===== src/rtl/mem_if_pkg.sv =====
// Shared types and constants for the memory interface unit.
package mem_if_pkg;

    typedef enum logic [0:0] {
        IDLE,
        REQ
    } state_e;

    localparam int unsigned XLEN = 64;

    localparam logic [7:0] BE_LO  = 8'h0F;
    localparam logic [7:0] BE_HI  = 8'hF0;
    localparam logic [7:0] BE_ALL = 8'hFF;

    localparam int unsigned TIMEOUT_DEFAULT = 255;

endpackage


===== src/rtl/mem_interface_unit_load_align.sv =====
// Read-data steering: picks the addressed 32-bit half for the IR and builds
// the MDR value (full doubleword, or sign-extended word).
module load_align
    import mem_if_pkg::*;
(
    input  logic [XLEN-1:0] rdata,
    input  logic            off2,
    input  logic            load_word,
    output logic [31:0]     ir_slice,
    output logic [XLEN-1:0] mdr_val
);

    // Select the word lane, then extend it for word loads
    always_comb begin
        ir_slice = off2 ? rdata[63:32] : rdata[31:0];
        mdr_val  = load_word ? {{(XLEN - 32){ir_slice[31]}}, ir_slice} : rdata;
    end

endmodule


===== src/rtl/mem_interface_unit.sv =====
// Memory-side stage behind the multi-cycle controller: drives a shared
// instruction/data memory over req/ack, holds IR and MDR, stalls via busy.
// Optional build macro MEM_TIMEOUT_EN aborts a REQ after TIMEOUT cycles.
module mem_interface_unit #(
    parameter int unsigned XLEN    = mem_if_pkg::XLEN,
    parameter int unsigned ADDR_W  = 32,
    parameter int unsigned TIMEOUT = mem_if_pkg::TIMEOUT_DEFAULT
) (
    input  logic              clk,
    input  logic              rst,
    input  logic [ADDR_W-1:0] pc,
    input  logic [ADDR_W-1:0] alu_addr,
    input  logic              iord,
    input  logic              mem_read,
    input  logic              mem_write,
    input  logic              ir_write,
    input  logic              sw,
    input  logic              load_word,
    input  logic [XLEN-1:0]   store_data,
    output logic              busy,
    output logic              fault,
    output logic [31:0]       ir,
    output logic [XLEN-1:0]   mdr,
    output logic              m_req,
    output logic              m_we,
    output logic [ADDR_W-1:0] m_addr,
    output logic [XLEN-1:0]   m_wdata,
    output logic [XLEN/8-1:0] m_be,
    input  logic              m_ack,
    input  logic [XLEN-1:0]   m_rdata
);

    import mem_if_pkg::*;

    state_e            state_q;
    logic              ir_intent_q;
    logic              lw_q;
    logic              off2_q;

    logic [ADDR_W-1:0] addr_sel;
    logic              is_cmd;
    logic              is_word;
    logic              illegal;
    logic              legal;
    logic              expire;
    logic [XLEN/8-1:0] be_d;
    logic [XLEN-1:0]   wdata_d;
    logic [31:0]       ir_slice;
    logic [XLEN-1:0]   mdr_val;

    // Decode the incoming command: address, width, legality and bus lanes
    always_comb begin
        addr_sel = iord ? alu_addr : pc;
        is_cmd   = mem_read | mem_write;
        // Instruction fetches are always 32-bit, regardless of load_word
        is_word  = mem_write ? sw : (ir_write | load_word);
        illegal  = (mem_read & mem_write) |
                   (is_word ? (addr_sel[1:0] != 2'b00) : (addr_sel[2:0] != 3'b000));
        legal    = is_cmd & ~illegal;
        if (mem_write && sw) begin
            be_d    = addr_sel[2] ? BE_HI : BE_LO;
            wdata_d = {store_data[31:0], store_data[31:0]};
        end else if (mem_write) begin
            be_d    = BE_ALL;
            wdata_d = store_data;
        end else begin
            be_d    = BE_ALL;
            wdata_d = '0;
        end
    end

    // Stall while a legal command waits for acceptance or an access is open
    always_comb begin
        busy = ((state_q == IDLE) && legal) || ((state_q == REQ) && !m_ack && !expire);
    end

`ifdef MEM_TIMEOUT_EN
    localparam int unsigned CntW = ($clog2(TIMEOUT + 1) > 8) ? $clog2(TIMEOUT + 1) : 8;

    logic [CntW-1:0] cnt_q;

    // Count REQ cycles; expiry fires in the TIMEOUT-th REQ cycle
    assign expire = (state_q == REQ) && (cnt_q == CntW'(TIMEOUT - 1));

    // Restart the count on every access
    always_ff @(posedge clk) begin
        if (rst || state_q == IDLE) begin
            cnt_q <= '0;
        end else begin
            cnt_q <= cnt_q + 1'b1;
        end
    end
`else
    logic unused_timeout;

    assign expire         = 1'b0;
    assign unused_timeout = (TIMEOUT == 0);
`endif

    load_align u_load_align (
        .rdata     (m_rdata),
        .off2      (off2_q),
        .load_word (lw_q),
        .ir_slice  (ir_slice),
        .mdr_val   (mdr_val)
    );

    // Access FSM with registered bus outputs, IR/MDR and sticky fault
    always_ff @(posedge clk) begin
        if (rst) begin
            state_q     <= IDLE;
            m_req       <= 1'b0;
            m_we        <= 1'b0;
            m_addr      <= '0;
            m_wdata     <= '0;
            m_be        <= '0;
            ir_intent_q <= 1'b0;
            lw_q        <= 1'b0;
            off2_q      <= 1'b0;
            fault       <= 1'b0;
            ir          <= '0;
            mdr         <= '0;
        end else begin
            unique case (state_q)
                IDLE: begin
                    if (is_cmd && illegal) begin
                        fault <= 1'b1;
                    end else if (is_cmd) begin
                        m_addr      <= {addr_sel[ADDR_W-1:3], 3'b000};
                        m_we        <= mem_write;
                        m_be        <= be_d;
                        m_wdata     <= wdata_d;
                        ir_intent_q <= ir_write;
                        lw_q        <= load_word;
                        off2_q      <= addr_sel[2];
                        m_req       <= 1'b1;
                        state_q     <= REQ;
                    end
                end
                REQ: begin
                    // An ack in the expiry cycle takes priority over the abort
                    if (m_ack) begin
                        m_req   <= 1'b0;
                        m_we    <= 1'b0;
                        state_q <= IDLE;
                        if (!m_we && ir_intent_q) begin
                            ir <= ir_slice;
                        end else if (!m_we) begin
                            mdr <= mdr_val;
                        end
                    end else if (expire) begin
                        m_req   <= 1'b0;
                        m_we    <= 1'b0;
                        fault   <= 1'b1;
                        state_q <= IDLE;
                    end
                end
                default: state_q <= IDLE;
            endcase
        end
    end

endmodule


===== config.mk =====
export PLATFORM = sky130hd
export DESIGN_NAME = mem_interface_unit
export DESIGN_NICKNAME = d
export VERILOG_FILES = /design/src/rtl/mem_if_pkg.sv /design/src/rtl/mem_interface_unit_load_align.sv /design/src/rtl/mem_interface_unit.sv
export SDC_FILE = /design/constraint.sdc
export NUM_CORES = 1
export LEC_CHECK = 0
export CAP_MARGIN = 20
export CORE_MARGIN = 4
export CORE_UTILIZATION = 40
export DETAILED_ROUTE_END_ITERATION = 8
export PLACE_DENSITY = 0.76
export SLEW_MARGIN = 10
export SYNTH_ARGS = -nofsm -noshare
export SYNTH_HDL_FRONTEND = slang
export SYNTH_HIERARCHICAL = 1
export SYNTH_SLANG_ARGS = --single-unit

===== constraint.sdc =====
create_clock -name clk -period 3.27 [get_ports clk]
set_input_delay 0.981 -clock clk [delete_from_list [all_inputs] [get_ports clk]]
set_output_delay 0.981 -clock clk [all_outputs]
set_load 0.02 [all_outputs]

==> flow_summary.toml <==
[outcome]
status = "finished clean"

[floorplan]
rows = 56
chipHeight_um = 162
core_area_mm2 = 0.0234
fp.dieW_um = 162
start_util_pct = 40.6
io_pins = 405
die_area_mm2 = 0.0263

[critical_path]
required_ns = 2.29
reg2reg_depth = 5
crit_path_end_kind = "output pin"
start_kind = "input pin"
worstPathMaxFanout = 2
worstPathArrival_ns = 2.16
critPathKind = "input pin to output pin"

[route]
routedWlPerCell_um = 19.3
num_vias = 9419
drc = 0
routed_wl_mm = 33.9
ant_nets = 0
firstDrtPassIters = 5
drt_iter0_drc = 646
routed_via_density = 5.35

[place]
placedCellCount = 1727
dp_hpwl_mm = 23.7
place_ws_ns = -0.578
place_congestion = 0.836
port_buffers = 401

[power]
pwr-share-clk_pct = 36.9
p_leak_nw = 4.95
powerDensity_mw_per_mm2 = 421
p_switching_w = 0.00171
peakVddDrop_uv = 284
p_int_w = 0.00428
switching_share_pct = 28.5
p_total_w = 0.00599
p_comb_share_pct = 20.5
sequentialPowerShare_pct = 42.5

[logic_synthesis]
avgSynthCellArea_um2 = 8.71
netlist_instances = 1092
synth_warnings = 6
ys_seq_area_share_pct = 41.7
synth.distinct_cells = 42
yosysTopAreaCell = "dfxtp_1"
synthTopCellsByArea = "dfxtp_1, a21oi_1, mux2_2, nand2_1, mux2_4"
ys_seq_elements = 198
netlist.area_leader.share_pct = 41.7
synth_area_mm2 = 0.00951

[cells_and_area]
area_growth_syn_to_layout_pct = 49.4
drive_gt1_share_pct = 14.9
instances_no_fill = 1759
final_nets = 1628

[clocking]
htree_num_levels = 4
cts.sinks = 198
cts_buffers = 17
clockBufferDepth = 2
cts_tree = "yes"
clkLatencyLatePin_ns = 0.43
clk_pin_slew_worst_paths_ns = 0.07
cts-root-buf = "clkbuf_16"

[min_path]
hp-class = "register to register"
worst_hold_path.num_cells = 2

[run]
max_cap_violations = 0

[timing]
max_freq_mhz = 318
fin_tns_setup_ns = 0
rsz0062_at_grt = "no"
min_period_ns = 3.15
fin_skew_ns = 0.00946
period_share_pct = 96.2
finalHoldViolCount = 0
finalWorstSetupSlack_ns = 0.124
finalMaxSlewViolations = 0
worst_pin_slew_ns = 1.11
setup_viol = 0
max_slew_margin_pct = 25.9

[global_route]
grt_max_degree = 101
antenna_found_initial = 3
groute.usage.overall_pct = 24.5
overflow = 0
grt_pass1_wl_mm = 51.4
grt_pass1_vias = 9153
cells in the mapped netlist, drive strengths merged:
library cell and number:
a211oi 30, a41oi 1, conb 1, nor2b 1
clkbuf 58, nor2 32, and4b 1, nand4 64
o21ba 2, o21bai 3, nor3 3, nand4b 2
nor4b 1, and2 1, nand2b 2, buf 64
inv 1, nand3 3, a21oi 228, o211ai 1
mux2 96, dfxtp 198, mux2i 31, nor3b 1
or3 1, nand2 198, a311oi 1, o21ai 67
worst max-delay path, stage by stage:
cell             delay, ns
clkdlybuf4s50_1       0.51
o21bai_2              0.07
and4b_4               0.32
nand2_1               0.07
nand2_1               0.06
buf_2                 0.16
per-stage QoR:
step	area, um^2	hold WS, ns	utilization [%]
6_report	14200	0.454	60.7
4_1_cts	14200	0.456	60.7
3_5_place_dp	13600	0.445	58.0
3_3_place_gp	13600	0.441	58.0
2_1_floorplan	9520	0.454	-
5_1_grt	14200	0.472	60.7
logic make-up (layout without fill, tap and decap cells):
family / Yosys count / in the layout / share of synthesized area, %
AOI/OAI and AO/OA: 333 / 333 / 20.2
buffers and inverters: 123 / 468 / 7.21
other: 1 / 4 / 0.0394
muxes: 127 / 127 / 16.1
and+or+nand+nor: 310 / 310 / 14.8
DFF: 198 / 198 / 41.7
routing by layer:
metal / part of all wire, % / vias to the layer above / global-route usage (%)
li1: - / 4496 / -
met1: 39 / 4443 / 28.5
met2: 49 / 410 / 42.4
met3: 8.5 / 66 / 7.69
met4: 3.5 / 4 / 8.88
met5: 0.062 / - / 0
layout make-up:
type / count / area (um^2)
Inverter: 1 / 3.75
Antenna cell: 1 / 2.50
Clock inverter: 14 / 189
Timing Repair Buffer: 436 / 4310
Multi-Input combinational cell: 773 / 4910
Fill cell: 2059 / 9190
Tap cell: 319 / 399
Sequential cell: 198 / 3970
Clock buffer: 17 / 425
what timing repair did:
item                       in CTS  in global routing
hold buffers                    0                  0
setup endpoints to repair       1                  1
gates cloned                    0                  0
pin swaps                       1                  0
resized for setup               9                  1
buffers inserted                0                  0
sequential cells by signal, indices dropped and copies added (netlist names), 2 cells and up:
register  count
m_wdata      64
mdr          64
ir           32
m_addr       29
m_be          2
path summary, 6_finish.rpt:
| check | endpoint | slack, ns | startpoint |
|---|---|---|---|
| min | ir[29]$_SDFFE_PP0P_ | 0.45 | ir[29]$_SDFFE_PP0P_ |
| max reg2reg | m_addr[19]$_SDFFE_PP0P_ | 1.04 | state_q$_SDFF_PP0_ |
| min reg2reg | ir[29]$_SDFFE_PP0P_ | 0.45 | ir[29]$_SDFFE_PP0P_ |
| max | busy | 0.12 | mem_read |
cells in the final DEF (no fill, tap or decap), types with 2 or more instances in the layout:
cell type        count
clkdlybuf4s50_1    395
a21oi_1            218
nand2_1            197
dfxtp_1            196
mux2_2              66
nand4_1             64
o21ai_0             63
nor2_1              31
buf_4               30
mux2_4              30
mux2i_1             29
a211oi_2            21
clkbuf_16           17
a21oi_2             10
a211oi_1             9
inv_8                4
buf_12               4
o21ai_1              3
nand3_1              3
conb_1               3
inv_6                3
buf_2                3
nor3_4               2
mux2i_4              2
o21bai_2             2
nand2b_1             2
clkinv_4             2
bufinv_16            2
clkinv_8             2
buf_6                2
dlygate4sd2_1        2
dfxtp_2              2
power groups by stage:
stage	clock network, W	logic, W	registers [W]
final	0.00221	0.00123	0.00255
after CTS	0.00227	0.00123	0.00255
after global placement	0	0.00122	0.00260
after floorplan	0	0.000564	0.00270
after global routing	0.00237	0.00131	0.00256
after detailed placement	0	0.00123	0.00260
Power figures use the tool's default switching activity.
